## src/rtl/video_timing_ctrl.sv

```systemverilog
// video_timing_ctrl
// Sequences the external raster position counter (increment strobe), starts
// and stops scanning only on frame boundaries, and decodes hcount/vcount into
// registered hsync/vsync/de. Pixels are pulled from a valid/ready stream in
// the active region; a fixed colour is substituted when the source underflows.
//
// Ports:
//   clk, rstn        pixel clock, async active-low reset
//   i_enable         level request to scan frames
//   o_inc            increment strobe to the raster counter
//   i_hcount/vcount  raster counter position
//   i_pix_valid/data upstream pixel stream, o_pix_ready = accepted this cycle
//   o_hsync/o_vsync  registered syncs (polarity per *_POL)
//   o_de, o_pix_data registered data enable and aligned pixel
//   o_frame_start    one-cycle pulse for position (0,0)
//   o_underflow      sticky underflow flag, cleared by i_underflow_clr
module video_timing_ctrl #(
  parameter int HACTIVE = 640,
  parameter int HFP = 16,
  parameter int HSYNC = 96,
  parameter int HBP = 48,
  parameter int VACTIVE = 480,
  parameter int VFP = 10,
  parameter int VSYNC = 2,
  parameter int VBP = 33,
  parameter bit HSYNC_POL = 1'b0,
  parameter bit VSYNC_POL = 1'b0,
  parameter int PIX_W = 24,
  parameter logic [PIX_W-1:0] UNDERFLOW_COLOR = 24'hFF00FF,
  localparam int HMAX = HACTIVE + HFP + HSYNC + HBP,
  localparam int VMAX = VACTIVE + VFP + VSYNC + VBP,
  localparam int HLEN = $clog2(HMAX),
  localparam int VLEN = $clog2(VMAX)
) (
  input  logic             clk,
  input  logic             rstn,
  input  logic             i_enable,
  output logic             o_inc,
  input  logic [HLEN-1:0]  i_hcount,
  input  logic [VLEN-1:0]  i_vcount,
  input  logic             i_pix_valid,
  input  logic [PIX_W-1:0] i_pix_data,
  output logic             o_pix_ready,
  output logic             o_hsync,
  output logic             o_vsync,
  output logic             o_de,
  output logic [PIX_W-1:0] o_pix_data,
  output logic             o_frame_start,
  output logic             o_underflow,
  input  logic             i_underflow_clr
);

  // Boundaries truncated to the counter widths so all compares are unsigned
  // at HLEN/VLEN bits.
  localparam logic [HLEN-1:0] H_ACT  = HLEN'(HACTIVE);
  localparam logic [HLEN-1:0] H_SS   = HLEN'(HACTIVE + HFP);
  localparam logic [HLEN-1:0] H_SE   = HLEN'(HACTIVE + HFP + HSYNC - 1);
  localparam logic [HLEN-1:0] H_LAST = HLEN'(HMAX - 1);
  localparam logic [VLEN-1:0] V_ACT  = VLEN'(VACTIVE);
  localparam logic [VLEN-1:0] V_SS   = VLEN'(VACTIVE + VFP);
  localparam logic [VLEN-1:0] V_SE   = VLEN'(VACTIVE + VFP + VSYNC - 1);
  localparam logic [VLEN-1:0] V_LAST = VLEN'(VMAX - 1);

  typedef enum logic [1:0] {IDLE, RUN, STOP_PEND} state_t;
  state_t state;

  logic run, active, hs, vs, last_pos, xfer;

  // Decode is gated by run so IDLE forces sync inactive, de and ready low.
  assign run      = (state != IDLE);
  assign active   = run && (i_hcount < H_ACT) && (i_vcount < V_ACT);
  assign hs       = run && (i_hcount >= H_SS) && (i_hcount <= H_SE);
  assign vs       = run && (i_vcount >= V_SS) && (i_vcount <= V_SE);
  assign last_pos = (i_hcount == H_LAST) && (i_vcount == V_LAST);
  assign xfer     = active && i_pix_valid;

  assign o_pix_ready = active;

  // o_inc is registered alongside the state so it always equals state != IDLE.
  // Leaving STOP_PEND at the last position keeps o_inc high for that cycle,
  // which lets the counter wrap to (0,0) before it is frozen.
  always_ff @(posedge clk or negedge rstn) begin
    if (!rstn) begin
      state <= IDLE;
      o_inc <= 1'b0;
    end else begin
      case (state)
        IDLE: if (i_enable) begin
          state <= RUN;
          o_inc <= 1'b1;
        end
        RUN: if (!i_enable) state <= STOP_PEND;
        STOP_PEND: begin
          if (i_enable) state <= RUN;
          else if (last_pos) begin
            state <= IDLE;
            o_inc <= 1'b0;
          end
        end
        default: begin
          state <= IDLE;
          o_inc <= 1'b0;
        end
      endcase
    end
  end

  always_ff @(posedge clk or negedge rstn) begin
    if (!rstn) begin
      o_de          <= 1'b0;
      o_hsync       <= ~HSYNC_POL;
      o_vsync       <= ~VSYNC_POL;
      o_pix_data    <= '0;
      o_frame_start <= 1'b0;
      o_underflow   <= 1'b0;
    end else begin
      o_de    <= active;
      o_hsync <= hs ^ ~HSYNC_POL;
      o_vsync <= vs ^ ~VSYNC_POL;
      if (xfer)        o_pix_data <= i_pix_data;
      else if (active) o_pix_data <= UNDERFLOW_COLOR;
      else             o_pix_data <= '0;
      o_frame_start <= run && (i_hcount == '0) && (i_vcount == '0);
      // A new underflow outranks a simultaneous clear.
      if (active && !i_pix_valid) o_underflow <= 1'b1;
      else if (i_underflow_clr)   o_underflow <= 1'b0;
    end
  end

endmodule
```

## config.mk

```make
export PLATFORM = sky130hd
export DESIGN_NAME = video_timing_ctrl
export DESIGN_NICKNAME = d
export VERILOG_FILES = /design/src/rtl/video_timing_ctrl.sv
export SDC_FILE = /design/constraint.sdc
export NUM_CORES = 1
export LEC_CHECK = 0
export ABC_AREA = 1
export BUFFER_PORTS_ARGS = -buffer_cell sky130_fd_sc_hd__buf_2
export CAP_MARGIN = 20
export CORE_MARGIN = 1.5
export CORE_UTILIZATION = 45
export DETAILED_ROUTE_END_ITERATION = 10
export GPL_TIMING_DRIVEN = 1
export PLACE_DENSITY = 0.83
export SLEW_MARGIN = 20
export SYNTH_ARGS = -nofsm -noshare
export SYNTH_HDL_FRONTEND = slang
export SYNTH_SLANG_ARGS = --single-unit
```

## constraint.sdc

```tcl
create_clock -name clk -period 2.4 [get_ports clk]
set_input_delay 0.24 -clock clk [delete_from_list [all_inputs] [get_ports clk]]
set_output_delay 0.24 -clock clk [all_outputs]
set_load 0.02 [all_outputs]
```

Word level (Yosys, flattened, before mapping)
Index checks and enable logic that the tools add are counted.

Add/sub/neg operators: 0. Multipliers: 0. Divide/modulo/power cells: 0. $lt $le $gt $ge: 6. Eq/ne operators: 9. Shift operators: 0. Muxes and demuxes: 13. Bitwise gates (word level): 3. Reduce and logical (&&, ||, !) cells: 19.

Operators by type and width (count): $mux W24 (2); $eq A10 B10 Y1 const B (2); $logic_not A10 Y1 (2); $logic_and A1 B1 Y1 (11); $ge A10 B10 Y1 const B (1); $ge A10 B9 Y1 const B (1); $le A10 B10 Y1 const B (1); $le A10 B9 Y1 const B (1); $lt A10 B10 Y1 const B (1); $lt A10 B9 Y1 const B (1); $mux W2 (4); $ne A2 B2 Y1 const B (4); $pmux W2 S3 (1); $mux W1 (5); $reduce_and A4 Y1 (1); $reduce_bool A2 Y1 (2); $ne A3 B3 Y1 const B (1); $not A1 Y1 (3); $pmux W1 S3 (1); $reduce_and A3 Y1 (1); $eq A2 B1 Y1 const B (1); $eq A2 B2 Y1 const B (1); $logic_not A2 Y1 (1); $logic_not A1 Y1 (1).

Flip-flop bits (word level): 32. Bits in latches: 0. Memory bits (writable): 0. Bits in read-only memories: 0. Bits of input ports: 49. Output and inout bits: 31. Word-level logic and storage cells: 58. Memories kept: 0.

Depth between registers and ports, before layout
Depth after elaboration: 5. Depth in mapped cells: 10. Mapped depth without buffers: 10.

Worst setup path before layout
OpenSTA, ideal clock, no wires.

Path kind: reg2reg. Start point: register state[0]. End point: register o_pix_data[0]. Library setup time: 118 ps. Arrival: 1313 ps. Required time: 2282 ps. Setup slack: 969 ps. Stages on the path, launching flop included: 9. Path buffers: 1. Clock period less this slack: 1431 ps. Cell sequence: dfrtp_1 -> inv_1 -> nand2_2 -> nand3_2 -> nor3_4 -> nand2_4 -> nand2_2 -> buf_6 -> nand2_1.

Longest elaborated chain between the ends: 5. Elaborated cells on any way between the ends: 6. Those cells by class: 2 x mux; 4 x reduce/logical.

Ends and longest elaborated chain: from (decl) (RTL line 65) `state_t state;`; from (signal assigned) (RTL line 84) `state <= IDLE;`; from (signal assigned) (RTL line 89) `state <= RUN;`; from (signal assigned) (RTL line 92) `RUN: if (!i_enable) state <= STOP_PEND;`; $reduce_bool A2 Y1 * (RTL line 70) `assign run = (state != IDLE);`; $logic_and A1 B1 Y1 * (2 in a row) (RTL line 71) `assign active = run && (i_hcount < H_ACT) && (i_vcount < V_ACT);`; $mux W24 or $logic_and A1 B1 Y1 (tied branches) (RTL line 121, 75); $mux W24 * (RTL line 120) `if (xfer) o_pix_data <= i_pix_data;`; to (signal assigned) (RTL line 120); to (decl) (RTL line 47) `output logic [PIX_W-1:0] o_pix_data,`.

Every way passes the cells marked *; elsewhere a longest branch is shown, timed or not. A chain may end at the register's enable or synchronous reset.

Worst setup path after layout
Start point: register state[0]. End point: output o_pix_ready.

Longest elaborated chain between the ends: 3.

Ends and longest elaborated chain: $reduce_bool A2 Y1 (RTL line 70); $logic_and A1 B1 Y1 (2 in a row) (RTL line 71); to (decl) (RTL line 43) `output logic o_pix_ready,`.

Every way passes these cells.

==> impl_metrics.yaml <==
sta:
  final.min_clock_period_ns: 1.96
  slew_viol_final: 0
  clock_skew_ns: 0.00609
  fin_crit_sh_pct: 81.5
  fmax_mhz: 511
  hold_viol_final: 0
  fin_ws_ns: 0.444
  fin_setup_tns_ns: 0
  worst_pin_slew_ns: 0.690
  setup_viol: 0
  maxSlewHeadroom_pct: 54.0
  rsz0062_at_grt: "false"
global_route:
  grt_use_met1_pct: 20.3
  grt_overflow: 0
  grtUsageTotal_pct: 18.5
  grt_max_degree: 33
  grt_use_met2_pct: 33.0
  grt_antenna_before_repair: 0
  grt_pass1_wl_um: 4530
  grt_pass1_vias: 1105
  gr-max-usage-layer: "met2"
  met3_usage_pct: 6.35
flow_run:
  cap_violations: 0
cts:
  htree_levels: 2
  cts-root-buf: "clkbuf_4"
  clk_pin_slew_ns: 0.09
  cts_buffer_depth: 2
  cts_tree: "done"
  cts_buffers: 5
  cts_setup_buffers: 0
  clock_latency_ns: 0.32
  cts_sinks: 32
finish:
  syn_to_final_growth_pct: 36.0
  seq_area_sq_um: 803
  multiInputGateArea_sq_um: 425
  final_layout_size_suffix_gt1_share_pct: 41.7
  fillers: 245
  nets: 277
  num_antenna_cells: 0
outcome:
  outcome: "finished clean"
routing:
  via_per_inst: 4.85
  drtIter0Drc: 33
  route.detailed.drc: 0
  vias: 1257
  firstDrtPassIters: 4
  finalWirelength_um: 2930
  routedWlPerCell_um: 11.3
  drtAntennaViolNets: 0
setup_path:
  end_kind: "output pin"
  crit_buf_inv: 3
  path_class: "reg -> out"
  worstPathCellList: "inv_1 -> nand2_2 -> nand3_2 -> nor3_4 -> buf_4 -> buf_2"
  crit_slowest_cell: "dfrtp_1"
  crit_fanout: 14
  setup.worst_path.start_class: "flip-flop"
  cp.arrival_ns: 1.72
  cp_top_family: "simple AND/OR/NAND/NOR gates"
  cp_slowest_stage_delay_ns: 0.36
  cp_data_required_time_ns: 2.16
yosys:
  synth.ff_latch_count: 32
  synth_area_per_cell_sq_um: 9.14
  ys_seq_area_share_pct: 61.0
  syn_inst: 144
  syn-cell-area_sq_mm: 0.00132
  synthesis.nets: 193
  yosys_warnings: 0
  yosysUniqueCellTypes: 22
floorplanning:
  fp.dieH_um: 57.1
  num_rows: 19
  core_area_sq_mm: 0.00276
  die-area_sq_mm: 0.00326
  io_pins: 80
  fp.dieW_um: 57.1
  initial_core_util_pct: 47.7
pwr:
  powerDensity_mw_per_mm2: 599
  ir_drop_mv: 0.568
  p_total_mw: 1.07
  power.leakage_nw: 1.11
worst_hold_path:
  worstHoldPathType: "in -> reg"
place:
  dp_slack_ns: 0.750
  dp_hpwl_um: 2320
  io_buffers: 79
  place_congestion: 0.794
-- cell usage after synthesis --
cell	count	share of area (%)
a21oi_1	1	0.38
a31oi_1	1	0.48
buf_1	1	0.28
buf_2	1	0.38
buf_6	1	0.86
clkbuf_1	1	0.28
dfrtp_1	30	57
dfstp_2	2	4.0
inv_1	17	4.8
nand2_1	33	9.4
nand2_2	2	0.95
nand2_4	1	0.86
nand3_1	20	7.6
nand3_2	1	0.76
nand3b_1	1	0.57
nand4_1	2	0.95
nor2_1	19	5.4
nor3_1	5	1.9
nor3_4	1	1.2
nor4_1	1	0.48
o21ai_0	1	0.38
or2_2	2	0.95
-- final timing paths --
kind	slack, ns	start	to	cells after the start
max	0.44	state[0]	o_pix_ready	6
min	0.11	i_underflow_clr	o_underflow	2
max reg2reg	0.76	state[0]	o_underflow	7
min reg2reg	0.48	o_inc	o_inc	2
max in group asynchronous	1.47	rstn	o_pix_data[10]	2
min in group asynchronous	0.49	rstn	o_pix_data[17]	2
-- kinds of logic after synthesis --
group / count (synthesis) / synth area share [%]
buf+inv: 21 / 6.65
compound gates: 3 / 1.24
simple gates: 88 / 31.1
flops: 32 / 61.0
-- cell type report --
class / count / area share, %
Inverter: 17 / 3.56
Sequential cell: 32 / 44.9
Tap cell: 31 / 2.17
Clock inverter: 1 / 0.280
Timing Repair Buffer: 81 / 23.1
Clock buffer: 6 / 2.31
Multi-Input combinational cell: 91 / 23.8
-- layer usage --
layer	wire (um)	part of all wire [%]
met1	1140	39
met5	0	0
met4	45	1.5
met2	1480	51
met3	261	8.9
-- power by group --
part	internal (mW)	switching (mW)	total (mW)
Combinational	0.0780	0.137	0.215
Sequential	0.575	0.0111	0.587
Clock	0.108	0.163	0.271
-- state kept, by name, indices dropped and copies added (netlist names) --
| name | count |
|---|---|
| o_underflow | 1 |
| o_inc | 1 |
| o_de | 1 |
| o_vsync | 1 |
| o_pix_data | 24 |
| o_hsync | 1 |
| o_frame_start | 1 |
| state | 2 |
-- per-stage QoR --
| stage | hold slack, ns | cells | area (sq um) | utilization [%] |
|---|---|---|---|---|
| after global routing | 0.0927 | 259 | 1790 | 64.9 |
| after floorplan | -0.0556 | 144 | 1320 | - |
| after CTS | 0.114 | 259 | 1790 | 64.9 |
| final | 0.113 | 259 | 1790 | 64.9 |
| after global placement | 0.304 | 251 | 1730 | 62.9 |
| after detailed placement | 0.314 | 251 | 1730 | 62.9 |
-- cell usage in the layout (no fill, tap or decap) --
| cell | Yosys | final |
|---|---|---|
| clkinv_2 | 0 | 1 |
| nand2_1 | 33 | 33 |
| nand3_2 | 1 | 1 |
| nand3_1 | 20 | 20 |
| a21oi_1 | 1 | 1 |
| nand3b_1 | 1 | 1 |
| buf_2 | 1 | 79 |
| nand2_4 | 1 | 1 |
| or2_2 | 2 | 2 |
| buf_4 | 0 | 1 |
| nand4_1 | 2 | 2 |
| nor3_1 | 5 | 5 |
| inv_1 | 17 | 17 |
| a31oi_1 | 1 | 1 |
| dlygate4sd3_1 | 0 | 1 |
| dfrtp_1 | 30 | 30 |
| nand2_2 | 2 | 2 |
| clkbuf_1 | 1 | 1 |
| dfstp_2 | 2 | 2 |
| clkbuf_4 | 0 | 5 |
| nor3_4 | 1 | 1 |
| nor2_1 | 19 | 19 |
| o21ai_0 | 1 | 1 |
| nor4_1 | 1 | 1 |
-- timing repair --
item | 4_1_cts | 5_1_grt
hold buffers | 1 | 0
gates resized for setup | 0 | 0
hold endpoints to repair | 30 | 0
Note: power is estimated with default switching activity, not from simulation.
